<file path="config.mk">
export PLATFORM = sky130hd
export DESIGN_NAME = flit_deframer
export DESIGN_NICKNAME = d
export VERILOG_FILES = /design/src/rtl/flit_deframer.sv
export SDC_FILE = /design/constraint.sdc
export NUM_CORES = 1
export LEC_CHECK = 0
export CORE_MARGIN = 2
export CORE_UTILIZATION = 48
export CTS_BUF_LIST = sky130_fd_sc_hd__clkbuf_2 sky130_fd_sc_hd__clkbuf_4 sky130_fd_sc_hd__clkbuf_8
export DETAILED_ROUTE_END_ITERATION = 12
export PLACE_DENSITY = 0.82
export SYNTH_ARGS = -nofsm -noshare
export SYNTH_HDL_FRONTEND = slang
export SYNTH_SLANG_ARGS = --single-unit
export TNS_END_PERCENT = 5
</file>
<file path="constraint.sdc">
create_clock -name clk -period 4.3 [get_ports clk]
set_clock_uncertainty 0.15 [all_clocks]
set_input_delay 0.86 -clock clk [delete_from_list [all_inputs] [get_ports clk]]
set_output_delay 0.86 -clock clk [all_outputs]
set_load 0.01 [all_outputs]
</file>
<file path="src/rtl/flit_deframer.sv">
// flit_deframer: receive end of the PU flit link.
//
// Consumes a HEAD / BODY* / TAIL flit stream. A HEAD whose payload[PW-1:0] matches my_port_i is
// accepted only while rx_en_i is high. Half-word payloads (low half first) are packed into
// DW-bit words and written from base_addr_i upward. Completion, length and protocol errors are
// reported. Every output is registered, so each response appears one cycle after its flit.
//
// Flow codes in flit_i[DW/2+1:DW/2]: 0 = idle, 1 = HEAD, 2 = BODY, 3 = TAIL.
//
// Optional feature macro: DEFRAMER_STATS_EN
//   defined   -> pkt_cnt_o / drop_cnt_o / err_cnt_o are 16-bit saturating event counters
//   undefined -> the three counters are tied to zero
//
// Ports:
//   clk, rst      clock, asynchronous active-high reset
//   flit_i        {flow[1:0], payload[DW/2-1:0]}
//   my_port_i     own port number, compared against HEAD payload[PW-1:0]
//   base_addr_i   start word address for each accepted packet
//   rx_en_i       accept matching packets when high (sampled at HEAD only)
//   wr_en_o       write strobe; wr_addr_o / wr_data_o / wr_be_o hold their last value otherwise
//   wr_be_o       half enables: [0] = low half, [1] = high half
//   busy_o        high while receiving a packet
//   done_o        1-cycle pulse on packet completion; rx_len_o = half-word count, held
//   err_o         1-cycle pulse on protocol error; err_code_o held
//                 (1 = orphan BODY/TAIL, 2 = HEAD inside packet, 3 = overflow)
//   pkt_cnt_o, drop_cnt_o, err_cnt_o   statistics

module flit_deframer #(
    parameter int unsigned DW    = 32,
    parameter int unsigned AW    = 8,
    parameter int unsigned PW    = 4,
    parameter int          MY_ID = 0
) (
    input  logic              clk,
    input  logic              rst,
    input  logic [DW/2+1:0]   flit_i,
    input  logic [PW-1:0]     my_port_i,
    input  logic [AW-1:0]     base_addr_i,
    input  logic              rx_en_i,
    output logic              wr_en_o,
    output logic [AW-1:0]     wr_addr_o,
    output logic [DW-1:0]     wr_data_o,
    output logic [1:0]        wr_be_o,
    output logic              busy_o,
    output logic              done_o,
    output logic [AW:0]       rx_len_o,
    output logic              err_o,
    output logic [1:0]        err_code_o,
    output logic [15:0]       pkt_cnt_o,
    output logic [15:0]       drop_cnt_o,
    output logic [15:0]       err_cnt_o
);

    localparam int unsigned HW = DW / 2;

    localparam logic [1:0] FlowHead = 2'd1;
    localparam logic [1:0] FlowBody = 2'd2;
    localparam logic [1:0] FlowTail = 2'd3;

    localparam logic [1:0] ErrOrphan   = 2'd1;
    localparam logic [1:0] ErrHead     = 2'd2;
    localparam logic [1:0] ErrOverflow = 2'd3;

    localparam logic [AW:0] LenMax = {(AW + 1){1'b1}};

    // MY_ID only tags simulation messages elsewhere; it is range-checked here with the others.
    if ((DW % 2) != 0 || PW > DW / 2 || MY_ID < 0) begin : g_param_check
        $error("flit_deframer: illegal parameter combination");
    end

    typedef enum logic [1:0] {StIdle, StRecv, StDrop} state_e;

    state_e          state_q;
    logic [AW-1:0]   addr_q;
    logic [AW:0]     len_q;
    logic            half_q;
    logic            ovf_q;
    logic [HW-1:0]   hold_q;

    logic            wr_en_q;
    logic [AW-1:0]   wr_addr_q;
    logic [DW-1:0]   wr_data_q;
    logic [1:0]      wr_be_q;
    logic            done_q;
    logic [AW:0]     rx_len_q;
    logic            err_q;
    logic [1:0]      err_code_q;

    logic [1:0]      flow;
    logic [HW-1:0]   payload;
    logic            is_head, is_body, is_tail;
    logic            head_match;
    logic            evt_done, evt_drop, evt_err;
    logic [1:0]      err_code_d;

    assign flow    = flit_i[HW+1:HW];
    assign payload = flit_i[HW-1:0];
    assign is_head = (flow == FlowHead);
    assign is_body = (flow == FlowBody);
    assign is_tail = (flow == FlowTail);

    // A HEAD is judged the same way in every state.
    assign head_match = is_head && rx_en_i && (payload[PW-1:0] == my_port_i);
    assign evt_drop   = is_head && !head_match;
    assign evt_done   = (state_q == StRecv) && is_tail;

    always_comb begin
        evt_err    = 1'b0;
        err_code_d = 2'd0;
        case (state_q)
            StIdle: begin
                if (is_body || is_tail) begin
                    evt_err    = 1'b1;
                    err_code_d = ErrOrphan;
                end
            end
            StRecv: begin
                if (is_head) begin
                    evt_err    = 1'b1;
                    err_code_d = ErrHead;
                end else if (is_body && (len_q == LenMax) && !ovf_q) begin
                    // Reported once per packet; later excess BODY flits are dropped silently.
                    evt_err    = 1'b1;
                    err_code_d = ErrOverflow;
                end
            end
            default: ;
        endcase
    end

    always_ff @(posedge clk or posedge rst) begin
        if (rst) begin
            state_q    <= StIdle;
            addr_q     <= '0;
            len_q      <= '0;
            half_q     <= 1'b0;
            ovf_q      <= 1'b0;
            hold_q     <= '0;
            wr_en_q    <= 1'b0;
            wr_addr_q  <= '0;
            wr_data_q  <= '0;
            wr_be_q    <= 2'b00;
            done_q     <= 1'b0;
            rx_len_q   <= '0;
            err_q      <= 1'b0;
            err_code_q <= 2'd0;
        end else begin
            wr_en_q <= 1'b0;
            done_q  <= 1'b0;
            err_q   <= evt_err;
            if (evt_err) begin
                err_code_q <= err_code_d;
            end

            if (is_head) begin
                // A HEAD inside a packet aborts it: pending half discarded, no flush, no done.
                if (head_match) begin
                    state_q <= StRecv;
                    addr_q  <= base_addr_i;
                    len_q   <= '0;
                    half_q  <= 1'b0;
                    ovf_q   <= 1'b0;
                end else begin
                    state_q <= StDrop;
                end
            end else begin
                case (state_q)
                    StRecv: begin
                        if (is_body) begin
                            if (len_q == LenMax) begin
                                ovf_q <= 1'b1;
                            end else begin
                                len_q <= len_q + (AW + 1)'(1);
                                if (!half_q) begin
                                    hold_q <= payload;
                                    half_q <= 1'b1;
                                end else begin
                                    wr_en_q   <= 1'b1;
                                    wr_addr_q <= addr_q;
                                    wr_data_q <= {payload, hold_q};
                                    wr_be_q   <= 2'b11;
                                    addr_q    <= addr_q + AW'(1);
                                    half_q    <= 1'b0;
                                end
                            end
                        end else if (is_tail) begin
                            if (half_q) begin
                                wr_en_q   <= 1'b1;
                                wr_addr_q <= addr_q;
                                wr_data_q <= {{HW{1'b0}}, hold_q};
                                wr_be_q   <= 2'b01;
                            end
                            half_q   <= 1'b0;
                            done_q   <= 1'b1;
                            rx_len_q <= len_q;
                            state_q  <= StIdle;
                        end
                    end
                    StDrop: begin
                        if (is_tail) begin
                            state_q <= StIdle;
                        end
                    end
                    default: ;
                endcase
            end
        end
    end

    assign wr_en_o    = wr_en_q;
    assign wr_addr_o  = wr_addr_q;
    assign wr_data_o  = wr_data_q;
    assign wr_be_o    = wr_be_q;
    assign busy_o     = (state_q == StRecv);
    assign done_o     = done_q;
    assign rx_len_o   = rx_len_q;
    assign err_o      = err_q;
    assign err_code_o = err_code_q;

`ifdef DEFRAMER_STATS_EN
    logic [15:0] pkt_cnt_q, drop_cnt_q, err_cnt_q;

    // Counters advance in the same cycle the matching pulse is registered.
    always_ff @(posedge clk or posedge rst) begin
        if (rst) begin
            pkt_cnt_q  <= '0;
            drop_cnt_q <= '0;
            err_cnt_q  <= '0;
        end else begin
            if (evt_done && (pkt_cnt_q != 16'hFFFF)) begin
                pkt_cnt_q <= pkt_cnt_q + 16'd1;
            end
            if (evt_drop && (drop_cnt_q != 16'hFFFF)) begin
                drop_cnt_q <= drop_cnt_q + 16'd1;
            end
            if (evt_err && (err_cnt_q != 16'hFFFF)) begin
                err_cnt_q <= err_cnt_q + 16'd1;
            end
        end
    end

    assign pkt_cnt_o  = pkt_cnt_q;
    assign drop_cnt_o = drop_cnt_q;
    assign err_cnt_o  = err_cnt_q;
`else
    assign pkt_cnt_o  = 16'd0;
    assign drop_cnt_o = 16'd0;
    assign err_cnt_o  = 16'd0;
`endif

endmodule

</file>
==> qor.csv, run 1 <==
metric,value,unit
fp.dieH,99.6,um
cts_root_buffer,clkbuf_8,
critPathSlowestCell,clkdlybuf4s50_1,
cap_violations,0,
grt.overflow.total,0,
fmax,0.316,GHz
finalSetupViolCount,0,
pin_count,138,
cts_made_buffers,9,
clkTransAtPathRegs,0.10,ns
reg2regPathDepth,7,
endpoint_kind,register,
worstPathMaxFanout,29,
diodes,0,
cts_tree,yes,
synth_top_flop_cell,dfrtp_1,
whs,0.332,ns
start_kind,primary input,
grt_start_max_net_pins,56,
fin_crit_sh,0.737,
drt-pass1-iter-count,4,
slowest_delay,0.44,ns
worst-path-buf-inv,4,
clkLatencyLatePin,0.36,ns
synth_cell_type_count,47,
cts_buffer_depth,2,
dp_cells,548,
critical_path_depth,9,
place_area,5160,um2
async_reset_ff_frac,1.00,
track_usage,0.191,
multiInputGateArea,1730,um2
hp-class,reg2reg,
first_global_vias,2959,
cp.arrival,3.26,ns
die-area,9920,um2
fin_util,0.607,
worstSetupPathType,in2reg,
crit_top_cell,inv_1,
initial_core_util,0.498,
syn_avg_cell_area,12.1,um2
max_slew_margin,0.392,
required,4.39,ns
hold_violations,0,
drc,0,
vias_per_cell,5.28,
synth-seq-cells,93,
ys_seq_area_frac,0.530,
drtAntennaViolNets,0,
cts_hold_buffers,0,
status,"finished, final reports clean",
synthCells,363,
drtIter0Drc,126,
place_hpwl,6610,um
p_per_area,321,nW/um2
layout.cells.non_filler,564,
peakVddDrop,0.000145,V
startpoint,flit_i[17],
gp_congestion,0.877,
antenna_found_initial,0,
io_buffers,89,
post_drt_wl_per_cell,16.1,um
layout_min_cycle_time,3.17,ns
worstPathCellList,clkdlybuf4s50_1 > inv_1 > ha_1 > buf_4 > inv_1 > and4b_4 > a21oi_2 > nor4_1 > a221o_1,
cp_top_family,buffers and inverters,
ys_warn_count,0,
synth_area,4390,um2
synth_edf_count,0,
drv_slew,0,
setup_tns,0,ns
rows,34,
rsz0062_at_grt,false,
cts_sinks,93,
htree_levels,3,
die_w,99.6,um
seq_area,2330,um2
ctsResizeCount,0,
fillCellCount,703,
ff2ff_setup_slack,1.46,ns
p_leak,2.60,nW
coreArea,8810,um2
crit_path_end,len_q[5]$_DFFE_PP0P_,
post_cts_buffers,0,
grt_pass1_wl,14800,um
finish.instance_area,5350,um2
drive_gt1_frac,0.136,
drt-total-wl,9100,um
reg2reg_from,len_q[0]$_DFFE_PP0P_,
syn_to_final_growth,21.8,%
r2r_end,hold_q[12]$_DFFE_PP0P_,
nets,491,
max_slew.worst_pin.slew,0.911,ns
vias,2977,
[how the worst min path moves through the flow]
stage | from | end | cells after the start
2_1_floorplan | hold_q[10]$_DFFE_PP0P_ | wr_data_o[10]$_DFFE_PP0P_ | 1
3_3_place_gp | wr_be_o[0]$_DFFE_PP0P_ | wr_be_o[0]$_DFFE_PP0P_ | 1
3_5_place_dp | wr_be_o[0]$_DFFE_PP0P_ | wr_be_o[0]$_DFFE_PP0P_ | 1
4_1_cts | wr_be_o[0]$_DFFE_PP0P_ | wr_be_o[0]$_DFFE_PP0P_ | 1
5_1_grt | wr_be_o[0]$_DFFE_PP0P_ | wr_be_o[0]$_DFFE_PP0P_ | 1
6_report | hold_q[12]$_DFFE_PP0P_ | wr_data_o[12]$_DFFE_PP0P_ | 1
[synth_stat cells, drive strengths merged, types with 2 or more instances]
cell type	number	area share
mux2i	2	0.0046
o21ai	17	0.019
nand2	19	0.016
buf	62	0.11
nor4	2	0.0029
nor2b	3	0.0048
nand2b	5	0.0071
dfrtp	93	0.53
ha	7	0.020
mux2	50	0.14
inv	8	0.0068
a21oi	11	0.013
a22o	22	0.044
nand4	5	0.0071
and4	2	0.0040
clkbuf	3	0.0026
xor2	3	0.0060
and3	2	0.0029
a221o	2	0.0046
a31oi	3	0.0043
nor2	14	0.014
nand3	11	0.013
nor3	3	0.0046
a21o	3	0.0051
[cells by family (layout without fill, tap and decap cells)]
group	Yosys count	in the layout	share of synthesized area
flip-flops	93	93	0.530
buffers and inverters	73	119	0.115
AND/OR/NAND/NOR	71	71	0.0858
AO/OA/AOI/OAI	62	62	0.0981
multiplexers	52	52	0.141
adder cells (fa/ha/maj)	7	7	0.0200
XOR/XNOR	4	4	0.00799
other	1	48	0.000855
[stage by stage]
stage                     setup WS (ns)  total power [W]
after global routing              0.922          0.00179
after detailed placement          0.787          0.00118
after floorplan                   0.870          0.00112
after CTS                          1.17          0.00173
after global placement            0.917          0.00117
final                              1.13          0.00171
[flip-flops by register name, summed over array words and instances (netlist names)]
register / cells
wr_addr_o: 8
wr_be_o: 2
hold_q: 16
wr_data_o: 32
state_q: 2
err_o: 1
addr_q: 8
done_o: 1
half_q: 1
err_code_o: 2
len_q: 9
ovf_q: 1
wr_en_o: 1
rx_len_o: 9
[worst register-to-register path, stage by stage, from the launching register on]
cell	delay (ns)
dfrtp_1	0.44
ha_1	0.29
nand3_1	0.10
nor2_1	0.14
ha_1	0.31
nand2b_1	0.20
or3_1	0.70
mux2_2	0.43
[placed cells by master (no fill, tap or decap), drive strengths merged, types with 2 or more instances in the layout]
| master | netlist | layout |
|---|---|---|
| dfrtp | 93 | 93 |
| clkdlybuf4s50 | 0 | 89 |
| mux2 | 50 | 50 |
| conb | 1 | 48 |
| a22o | 22 | 22 |
| nand2 | 19 | 19 |
| o21ai | 17 | 17 |
| nor2 | 14 | 14 |
| nand3 | 11 | 11 |
| a21oi | 11 | 11 |
| clkbuf | 3 | 11 |
| inv | 8 | 9 |
| ha | 7 | 7 |
| buf | 62 | 6 |
| nand2b | 5 | 5 |
| nand4 | 5 | 5 |
| xor2 | 3 | 3 |
| a31oi | 3 | 3 |
| nor2b | 3 | 3 |
| a21o | 3 | 3 |
| nor3 | 3 | 3 |
| clkinv | 0 | 3 |
| and4 | 2 | 2 |
| and3 | 2 | 2 |
| mux2i | 2 | 2 |
| nor4 | 2 | 2 |
| a221o | 2 | 2 |
[final cells by class]
class,instances,share of cell area
clock buffers,11,0.0260
well taps,108,0.0253
flip-flops and latches,93,0.435
clock inverters,5,0.00843
multi-input cells,244,0.324
inverters,8,0.00585
repair buffers,95,0.175
[power by group]
part	switching, W	internal [W]	leakage (nW)
registers	0.0000464	0.000920	1.26
logic	0.000102	0.0000971	1.25
clock network	0.000317	0.000232	0.0929
total	0.000465	0.00125	2.60
[routing by layer]
layer	wire, um	GRT usage
met5	0	0
met4	268	0.0854
met3	412	0.0344
met2	4590	0.309
met1	3830	0.252
No activity file was read; power rests on OpenSTA's default activity.
==> run 2: changes to the inputs <==
==> constraint.sdc (replaced) <==
create_clock -name clk -period 3.3 [get_ports clk]
set_clock_uncertainty 0.15 [all_clocks]
set_input_delay 0.66 -clock clk [delete_from_list [all_inputs] [get_ports clk]]
set_output_delay 0.66 -clock clk [all_outputs]
set_load 0.01 [all_outputs]
==> run 2 against run 1 <==
Compared with the run above:
- first-iteration DRC count down 9.5%
- critical path depth down 2
- clock power up 32%
- sequential power up 30%
- critical endpoint is now wr_data_o[1]$_DFFE_PP0P_
==> qor.csv, run 2 (synthesis results as in run 1) <==
metric,value,unit,change
worst-path-buf-inv,0,,-4
worstPathMaxFanout,43,,+48%
finalSetupViolCount,0,,unchanged
cp_top_family,compound AO/OA/AOI/OAI gates,,
status,"finished, final reports clean",,
endpoint_kind,register,,
drtAntennaViolNets,0,,unchanged
dp_cells,550,,+0.36%
finish.instance_area,5380,um2,+0.59%
crit_top_cell,ha_1,,
vias,2970,,-0.24%
cts_sinks,93,,unchanged
cts_hold_buffers,0,,unchanged
setup_tns,0,ns,unchanged
place_area,5190,um2,+0.53%
fin_ws,0.423,ns,-0.708 ns
first_global_vias,2847,,-3.8%
largest_reg_flops,32,,unchanged
cts_tree,yes,,
max_slew.worst_pin.slew,0.938,ns,+0.0267 ns
p_sw_frac,0.277,,+0.00524
cts_made_buffers,9,,unchanged
diodes,0,,unchanged
drtIter0Drc,114,,-9.5%
hold_path.startpoint,wr_be_o[0]$_DFFE_PP0P_,,
hold_violations,0,,unchanged
vias_per_cell,5.25,,-0.59%
post_cts_buffers,0,,unchanged
gp_congestion,0.773,,-12%
post_drt_wl_per_cell,15.4,um,-4.7%
pre_cts_slack,0.143,ns,-0.644 ns
p_int,0.00162,W,+30%
cts_root_buffer,clkbuf_8,,
die_w,99.6,um,unchanged
drc,0,,unchanged
cap_violations,0,,unchanged
layout_min_cycle_time,2.88,ns,
cp.arrival,2.97,ns,-0.29 ns
slowest_delay,0.74,ns,+0.30 ns
fin_crit_sh,0.872,,
p_sw,0.000620,W,+33%
max_slew_margin,0.375,,-0.0171
p_per_area,416,nW/um2,+30%
pin_count,138,,unchanged
nets,493,,+0.41%
drv_slew,0,,unchanged
startpoint,len_q[0]$_DFFE_PP0P_,,
grt_start_max_net_pins,47,,-16%
initial_core_util,0.498,,unchanged
ctsResizeCount,0,,unchanged
start_kind,register,,
p_leak,2.62,nW,+0.61%
p_comb_frac,0.114,,-0.002
drt-total-wl,8700,um,-4.4%
whs_path_depth,1,,unchanged
p_total,0.00224,W,+31%
drt-pass1-iter-count,4,,unchanged
htree_levels,3,,unchanged
required,3.40,ns,-0.99 ns
coreArea,8810,um2,unchanged
hold_path_end,wr_be_o[0]$_DFFE_PP0P_,,
reg2reg_from,len_q[0]$_DFFE_PP0P_,,
peakVddDrop,0.000245,V,+69%
reg2regPathDepth,7,,unchanged
drive_gt1_frac,0.140,,+0.00377
track_usage,0.180,,-0.0109
rows,34,,unchanged
syn_to_final_growth,22.5,%,
critPathSlowestCell,a21o_2,,
grt.overflow.total,0,,unchanged
ff2ff_setup_slack,0.42,ns,-1.04 ns
io_buffers,89,,unchanged
clkPwrFrac,0.325,,+0.005
clkTransAtPathRegs,0.10,ns,about the same
fp.dieH,99.6,um,unchanged
hp-class,reg2reg,,
antenna_found_initial,0,,unchanged
final_common_cell,dfrtp_1,,
pwr-share-seq,0.561,,-0.003
clkLatencyLatePin,0.36,ns,about the same
mostFrequentLayoutCells,"dfrtp_1, clkdlybuf4s50_1, conb_1",,
grt_pass1_wl,14100,um,-4.8%
worstSetupPathType,reg2reg,,
worstPathCellList,ha_1 > nand3_1 > nor2_1 > ha_1 > nand2b_1 > a21o_2 > mux2_2,,
layout.cells.non_filler,566,,+0.35%
r2r_end,wr_data_o[1]$_DFFE_PP0P_,,
cts_buffer_depth,2,,unchanged
rsz0062_at_grt,false,,
fmax,0.348,GHz,
place_hpwl,6180,um,-6.6%
die-area,9920,um2,unchanged
[run 2: cell types whose count changed in the layout (fill, tap and decap cells not counted)]
| cell | previous run | this run |
|---|---|---|
| clkinv_4 | 2 | 1 |
| buf_4 | 6 | 7 |
| buf_12 | 0 | 1 |
| clkinv_2 | 1 | 2 |
| clkbuf_4 | 2 | 0 |
| inv_8 | 1 | 3 |
[run 2: layer usage]
metal | up-vias | GRT usage | wire (um) | share of wire
met1 | 1475 | 0.241 | 3780 | 0.43
met2 | 122 | 0.290 | 4310 | 0.50
met4 | 0 | 0.0769 | 200 | 0.023
met3 | 13 | 0.0316 | 411 | 0.047
met5 | - | 0 | 0 | 0
li1 | 1360 | - | - | -
[run 2: cell type report]
type	count	area, um2
tap	108	135
clock inverter	7	63.8
clock buffer	9	124
timing repair buffer	97	963
fill	686	3430
multi-input combinational	244	1730
sequential	93	2330
inverter	8	31.3
[run 2: power groups by stage]
stage / Clock (W) / Sequential, W / Combinational [W]
floorplan: 0 / 0.00126 / 0.000199
global placement: 0 / 0.00127 / 0.000248
detailed placement: 0 / 0.00128 / 0.000258
CTS: 0.000753 / 0.00125 / 0.000259
global route: 0.000797 / 0.00126 / 0.000285
finish: 0.000727 / 0.00126 / 0.000256
[run 2: how the worst max path moves through the flow]
stage | to | slack [ns] | depth (start not counted)
detailed placement | wr_data_o[14]$_DFFE_PP0P_ | 0.14 | 8
global placement | wr_data_o[1]$_DFFE_PP0P_ | 0.24 | 8
finish | wr_data_o[1]$_DFFE_PP0P_ | 0.42 | 7
floorplan | addr_q[0]$_DFFE_PP0P_ | 0.07 | 1
CTS | wr_data_o[13]$_DFFE_PP0P_ | 0.42 | 7
global route | wr_data_o[15]$_DFFE_PP0P_ | 0.20 | 7
[run 2: stage by stage]
stage / utilization / hold slack [ns]
finish: 0.611 / 0.324
global route: 0.611 / 0.347
CTS: 0.611 / 0.330
detailed placement: 0.589 / 0.301
global placement: 0.589 / 0.305
floorplan: - / 0.302
[run 2: worst reg2reg max path, cell delays in order, from the launching register on]
cell and delay [ns]:
dfrtp_1 0.41, ha_1 0.28, nand3_1 0.11, nor2_1 0.13, ha_1 0.31, nand2b_1 0.19
a21o_2 0.74, mux2_2 0.45
